### config.mk
export PLATFORM = sky130hd
export DESIGN_NAME = if_fetch_unit
export DESIGN_NICKNAME = d
export VERILOG_FILES = /design/src/rtl/if_fetch_unit.sv
export SDC_FILE = /design/constraint.sdc
export NUM_CORES = 1
export LEC_CHECK = 0
export ABC_AREA = 1
export BUFFER_PORTS_ARGS = -buffer_cell sky130_fd_sc_hd__buf_2
export CAP_MARGIN = 20
export CORE_UTILIZATION = 57
export CTS_CLUSTER_SIZE = 25
export DETAILED_ROUTE_END_ITERATION = 8
export GPL_ROUTABILITY_DRIVEN = 0
export HOLD_SLACK_MARGIN = 0.02
export PLACE_DENSITY = 0.76
export SLEW_MARGIN = 20
export SYNTH_ARGS = -nofsm -noshare
export SYNTH_HDL_FRONTEND = slang
export SYNTH_SLANG_ARGS = --single-unit
### constraint.sdc
create_clock -name clk -period 6.5 [get_ports clk]
set_clock_uncertainty 0.1 [all_clocks]
set_input_delay 0.975 -clock clk [delete_from_list [all_inputs] [get_ports clk]]
set_output_delay 0.975 -clock clk [all_outputs]
set_load 0.005 [all_outputs]
### src/rtl/if_fetch_unit.sv
// rtl/if_fetch_unit.sv - decoupled instruction fetch stage with request credits and fetch queue
// Ports:
//   clk, rst_n                           clock, synchronous active-low reset
//   jalr_taken/target                    redirect from EX (highest priority)
//   branch_taken/target                  redirect from EX
//   jal_taken/target                     redirect from ID (lowest priority)
//   imem_req_valid/ready/addr            fetch request channel to instruction memory
//   imem_rsp_valid/data                  in-order response channel, no backpressure
//   id_valid/ready, id_pc, id_pc_plus_4, id_instr   fetch-queue head towards ID
module if_fetch_unit #(
  parameter int unsigned     XLEN            = 32,
  parameter logic [XLEN-1:0] RESET_PC        = '0,
  parameter int unsigned     FQ_DEPTH        = 4,
  parameter int unsigned     MAX_OUTSTANDING = 2
) (
  input  logic            clk,
  input  logic            rst_n,
  input  logic            jalr_taken,
  input  logic [XLEN-1:0] jalr_target,
  input  logic            branch_taken,
  input  logic [XLEN-1:0] branch_target,
  input  logic            jal_taken,
  input  logic [XLEN-1:0] jal_target,
  output logic            imem_req_valid,
  input  logic            imem_req_ready,
  output logic [XLEN-1:0] imem_req_addr,
  input  logic            imem_rsp_valid,
  input  logic [XLEN-1:0] imem_rsp_data,
  output logic            id_valid,
  input  logic            id_ready,
  output logic [XLEN-1:0] id_pc,
  output logic [XLEN-1:0] id_pc_plus_4,
  output logic [XLEN-1:0] id_instr
);

  localparam int unsigned FQ_PTR_W = $clog2(FQ_DEPTH);
  localparam int unsigned FQ_CNT_W = $clog2(FQ_DEPTH + 1);
  localparam int unsigned IF_PTR_W = (MAX_OUTSTANDING > 1) ? $clog2(MAX_OUTSTANDING) : 1;
  localparam int unsigned IF_CNT_W = $clog2(MAX_OUTSTANDING + 1);
  localparam int unsigned OCC_W    = $clog2(FQ_DEPTH + MAX_OUTSTANDING + 1);

  localparam logic [IF_PTR_W-1:0] IF_PTR_LAST = IF_PTR_W'(MAX_OUTSTANDING - 1);
  localparam logic [IF_CNT_W-1:0] IF_CNT_MAX  = IF_CNT_W'(MAX_OUTSTANDING);
  localparam logic [OCC_W-1:0]    OCC_MAX     = OCC_W'(FQ_DEPTH);
  localparam logic [XLEN-1:0]     PC_STEP     = XLEN'(4);

  // Fetch PC
  logic [XLEN-1:0]            r_fetch_pc;

  // In-flight tracker: one entry per accepted, unanswered request
  logic [XLEN-1:0]            r_if_pc [MAX_OUTSTANDING];
  logic [MAX_OUTSTANDING-1:0] r_if_kill;
  logic [IF_PTR_W-1:0]        r_if_wr;
  logic [IF_PTR_W-1:0]        r_if_rd;
  logic [IF_CNT_W-1:0]        r_if_cnt;

  // Fetch queue
  logic [XLEN-1:0]            r_fq_pc    [FQ_DEPTH];
  logic [XLEN-1:0]            r_fq_instr [FQ_DEPTH];
  logic [FQ_PTR_W-1:0]        r_fq_wr;
  logic [FQ_PTR_W-1:0]        r_fq_rd;
  logic [FQ_CNT_W-1:0]        r_fq_cnt;

  logic                       w_redirect;
  logic [XLEN-1:0]            w_sel_target;
  logic [XLEN-1:0]            w_redirect_target;
  logic [OCC_W-1:0]           w_occupancy;
  logic                       w_req_valid;
  logic                       w_issue;
  logic                       w_rsp;
  logic                       w_rsp_keep;
  logic                       w_id_valid;
  logic                       w_id_pop;

  // Tracker depth need not be a power of two, so wrap explicitly.
  function automatic logic [IF_PTR_W-1:0] next_if_ptr(input logic [IF_PTR_W-1:0] p);
    return (p == IF_PTR_LAST) ? '0 : p + IF_PTR_W'(1);
  endfunction

  // Redirect selection: jalr > branch > jal, target word-aligned
  always_comb begin
    w_sel_target = jal_target;
    if (jalr_taken) begin
      w_sel_target = jalr_target;
    end else if (branch_taken) begin
      w_sel_target = branch_target;
    end
  end

  assign w_redirect        = jalr_taken | branch_taken | jal_taken;
  assign w_redirect_target = {w_sel_target[XLEN-1:2], 2'b00};

  // Credit rule: every in-flight request already owns a queue slot, so a
  // non-killed response can always be pushed without checking for full.
  assign w_occupancy = OCC_W'(r_if_cnt) + OCC_W'(r_fq_cnt);
  assign w_req_valid = rst_n & ~w_redirect & (r_if_cnt < IF_CNT_MAX) & (w_occupancy < OCC_MAX);
  assign w_issue     = w_req_valid & imem_req_ready;

  // A response pops the tracker head; it reaches the queue only if that
  // request was not killed and no redirect is flushing the queue this cycle.
  assign w_rsp      = rst_n & imem_rsp_valid & (r_if_cnt != '0);
  assign w_rsp_keep = w_rsp & ~r_if_kill[r_if_rd] & ~w_redirect;

  assign w_id_valid = (r_fq_cnt != '0);
  assign w_id_pop   = w_id_valid & id_ready;

  // Fetch PC
  always_ff @(posedge clk) begin
    if (!rst_n) begin
      r_fetch_pc <= {RESET_PC[XLEN-1:2], 2'b00};
    end else if (w_redirect) begin
      r_fetch_pc <= w_redirect_target;
    end else if (w_issue) begin
      r_fetch_pc <= r_fetch_pc + PC_STEP;
    end
  end

  // In-flight tracker
  always_ff @(posedge clk) begin
    if (!rst_n) begin
      r_if_wr   <= '0;
      r_if_rd   <= '0;
      r_if_cnt  <= '0;
      r_if_kill <= '0;
    end else begin
      if (w_issue) begin
        r_if_pc[r_if_wr] <= r_fetch_pc;
        r_if_wr          <= next_if_ptr(r_if_wr);
      end
      if (w_rsp) begin
        r_if_rd <= next_if_ptr(r_if_rd);
      end
      case ({w_issue, w_rsp})
        2'b10:   r_if_cnt <= r_if_cnt + IF_CNT_W'(1);
        2'b01:   r_if_cnt <= r_if_cnt - IF_CNT_W'(1);
        default: r_if_cnt <= r_if_cnt;
      endcase
      // A redirect marks every slot stale; issue cannot coincide with a
      // redirect, so the fresh-entry clear never races the kill.
      for (int i = 0; i < int'(MAX_OUTSTANDING); i++) begin
        if (w_redirect) begin
          r_if_kill[i] <= 1'b1;
        end else if (w_issue && (r_if_wr == IF_PTR_W'(i))) begin
          r_if_kill[i] <= 1'b0;
        end
      end
    end
  end

  // Fetch queue
  always_ff @(posedge clk) begin
    if (!rst_n) begin
      r_fq_wr  <= '0;
      r_fq_rd  <= '0;
      r_fq_cnt <= '0;
    end else if (w_redirect) begin
      r_fq_wr  <= '0;
      r_fq_rd  <= '0;
      r_fq_cnt <= '0;
    end else begin
      if (w_rsp_keep) begin
        r_fq_pc[r_fq_wr]    <= r_if_pc[r_if_rd];
        r_fq_instr[r_fq_wr] <= imem_rsp_data;
        r_fq_wr             <= r_fq_wr + FQ_PTR_W'(1);
      end
      if (w_id_pop) begin
        r_fq_rd <= r_fq_rd + FQ_PTR_W'(1);
      end
      case ({w_rsp_keep, w_id_pop})
        2'b10:   r_fq_cnt <= r_fq_cnt + FQ_CNT_W'(1);
        2'b01:   r_fq_cnt <= r_fq_cnt - FQ_CNT_W'(1);
        default: r_fq_cnt <= r_fq_cnt;
      endcase
    end
  end

  // Memory must never answer a request that was not made.
  always_ff @(posedge clk) begin
    if (rst_n && imem_rsp_valid) begin
      a_rsp_has_request: assert (r_if_cnt != '0);
    end
  end

  assign imem_req_valid = w_req_valid;
  assign imem_req_addr  = r_fetch_pc;
  assign id_valid       = w_id_valid;

  // Head fields read as zero while the queue is empty.
  always_comb begin
    id_pc        = '0;
    id_pc_plus_4 = '0;
    id_instr     = '0;
    if (w_id_valid) begin
      id_pc        = r_fq_pc[r_fq_rd];
      id_pc_plus_4 = r_fq_pc[r_fq_rd] + PC_STEP;
      id_instr     = r_fq_instr[r_fq_rd];
    end
  end

endmodule

==> impl_metrics.toml <==
[outcome]
outcome = "completed"

[floorplan]
fp.dieH_um = 174
die_w_um = 174
io_pins = 266
core_sq_um = 28900
num_rows = 62
start_util_pct = 58.5
dieArea_sq_um = 30400

[final_layout]
stdcell_area_sq_um = 19500
antenna_cells = 0
fillCellCount = 2211
syn_to_final_growth_pct = 15.1
drive_gt1_share_pct = 18.4
layout_common_cells = "483 x nand2_1, 326 x nor2_1, 308 x edfxtp_1"
layout_commonest_cell = "nand2_1"
layout.nets = 2200
instances_no_fill = 2465
post-route-util_pct = 67.3

[global_route]
grt_antenna_before_repair = 0
grt_pass1_wl_um = 64600
grt_usage_pct = 26.9
grt_overflow = 0
grt_max_degree = 135
grt_pass1_vias = 12600

[clocking]
clockBufferDepth = 3
hold_buffers = 0
clock_latency_ns = 0.52
numCtsBuffers = 35
cts_setup_buffers = 0
root_buffer = "clkbuf_16"
cts_sinks = 354
htreeDepth = 2
cts.clk_slew.worst_paths_ns = 0.06
ctsResizeCount = 0
cts_tree = "yes"

[sta]
hold_violations = 0
min_period_ns = 4.61
holdWs_ns = 0.375
tns_ns = 0
drv_slew = 0
grt_setup_unrepaired = "no"
slew_headroom_pct = 33.7
finalCritPeriodShare_pct = 71.0
max_freq_mhz = 217
worst_slew_pin_slew_ns = 0.995
setup_viol = 0

[flow_run]
cap_violations = 0

[route]
num_vias = 13500
ant_nets = 0
wl_per_cell_um = 16.5
drc = 0
routed_wl_um = 40700
drt_first_pass_iters = 6
drt_iter0_drc = 1328
drt-vias-per-instance = 5.46

[yosys]
yosys_warnings = 0
syn_inst = 1836
synth_area_sq_um = 16900
synth_ff_type = "edfxtp_1"
synth_edf_count = 308
ys_ff_latch = 354
async_reset_ff_share_pct = 0
syn_avg_cell_area_sq_um = 9.21
yosysSeqAreaShare_pct = 60.1
ys_types = 38

[critical_path]
worstPathRequired_ns = 5.42
r2r-end = "r_fq_cnt[1]$_SDFFE_PP0P_"
cp-end-kind = "primary output"
arrival_ns = 3.54
critPathLaunchType = "register"
cpMostUsedCell = "nand2_1"
crit_slowest_cell = "buf_4"
reg2reg_from = "r_fq_cnt[1]$_SDFFE_PP0P_"
crit_chain = "buf_4 -> nand2_1 -> nand2_1 -> nand2_1 -> nand2_2 -> nand2_1 -> nor2_2 -> nand2_1 -> nor2_1 -> nand2_1 -> nand2_1 -> nand2_1 -> inv_1 -> buf_2"
slowest_delay_ns = 0.82
path_class = "reg2out"
ff2ff_setup_slack_ns = 3.09
cp_max_fo = 91
rr_worst_depth = 11

[worst_hold_path]
min_from = "r_fq_rd[1]$_SDFFE_PP0P_"
hp-class = "reg2reg"
min_path_cells = 2

[placed_design]
dp_hpwl_um = 26400
placedCellCount = 2401
portBuffers = 253
placed_area_sq_um = 18300

[power_and_ir_drop]
leakage_uw = 0.00785
p_per_area_nw_per_um2 = 240
peakVddDrop_mv = 0.153
[routing by layer]
| layer | global-route usage (%) | vias up | part of all wire, % |
|---|---|---|---|
| met3 | 3.39 | 62 | 7.3 |
| met5 | 0 | - | 0 |
| li1 | - | 6607 | - |
| met4 | 7.35 | 0 | 1.9 |
| met2 | 45.2 | 606 | 48 |
| met1 | 37.0 | 6183 | 43 |
[how the worst max path moves through the flow]
stage,start,end,slack [ns],depth (start not counted)
2_1_floorplan,jalr_taken,r_fq_instr[0][0]$_DFFE_PP_,1.51,6
3_3_place_gp,branch_taken,r_fq_cnt[1]$_SDFFE_PP0P_,2.18,12
3_5_place_dp,branch_taken,r_fq_cnt[1]$_SDFFE_PP0P_,2.02,12
4_1_cts,register,id_pc_plus_4[22],1.89,12
5_1_grt,register,id_pc_plus_4[23],1.56,14
6_report,register,id_pc_plus_4[31],1.89,14
[cells in the mapped netlist, types with 2 or more instances]
master    count  area share [%]
a21oi_1     118             3.5
buf_1         7            0.16
buf_2        19            0.56
buf_4        15            0.67
buf_6         9            0.60
clkbuf_1     40            0.89
dfxtp_1      46             5.4
edfxtp_1    308              55
ha_1          9            0.67
inv_1        88             2.0
inv_2         3           0.067
mux2_2       30             2.0
nand2_1     483              11
nand2_2       8            0.30
nand3_1     108             3.2
nand4_1       3            0.11
nor2_1      332             7.4
nor2_2       10            0.37
nor2_4        3            0.20
nor3_1       18            0.53
o211ai_1     11            0.49
o21ai_0     141             4.2
o21bai_1      2           0.089
o22ai_1       7            0.26
xnor2_1       2            0.10
xor2_1        4            0.21
[flip-flops by register name (all words and copies together), names as in the netlist, 3 cells and up, named ones only]
signal / cells
r_fq_pc: 120
r_fq_instr: 128
r_fq_cnt: 3
r_if_pc: 60
imem_req_addr: 30
[layout make-up]
type	instances	area [sq um]	area share [%]
Timing Repair Buffer	267	1370	7.04
Sequential cell	354	10200	52.3
Tap cell	384	480	2.47
Inverter	92	350	1.80
Clock inverter	17	155	0.797
Clock buffer	47	972	4.99
Multi-Input combinational cell	1304	5960	30.6
[critical path, delay by kind of cell, from the launching register on]
kind	cells	cell delay, ns
and+or+nand+nor	11	1.34
DFF	1	0.64
buffers and inverters	3	0.97
[cells by family after synthesis]
family	synth area share, %
flip-flops	60.1
adder cells (fa/ha/maj)	0.784
AO/OA/AOI/OAI	8.73
AND/OR/NAND/NOR	23.0
buffers and inverters	5.03
XOR/XNOR	0.311
multiplexers	2.00
other	0.0222
[stage by stage]
stage / setup WS [ns] / power, uW
floorplan: 1.51 / 2660
global placement: 2.18 / 2750
detailed placement: 2.02 / 2750
CTS: 1.89 / 4700
global route: 1.56 / 4810
finish: 1.89 / 4670
[where the power goes]
part	internal [uW]	leakage, uW	switching, uW	total (uW)
clock	1140	0.000544	823	1960
sequential	2480	0.00315	39.4	2520
combinational	77.9	0.00416	110	187
Note: power is estimated with default switching activity, not from simulation.
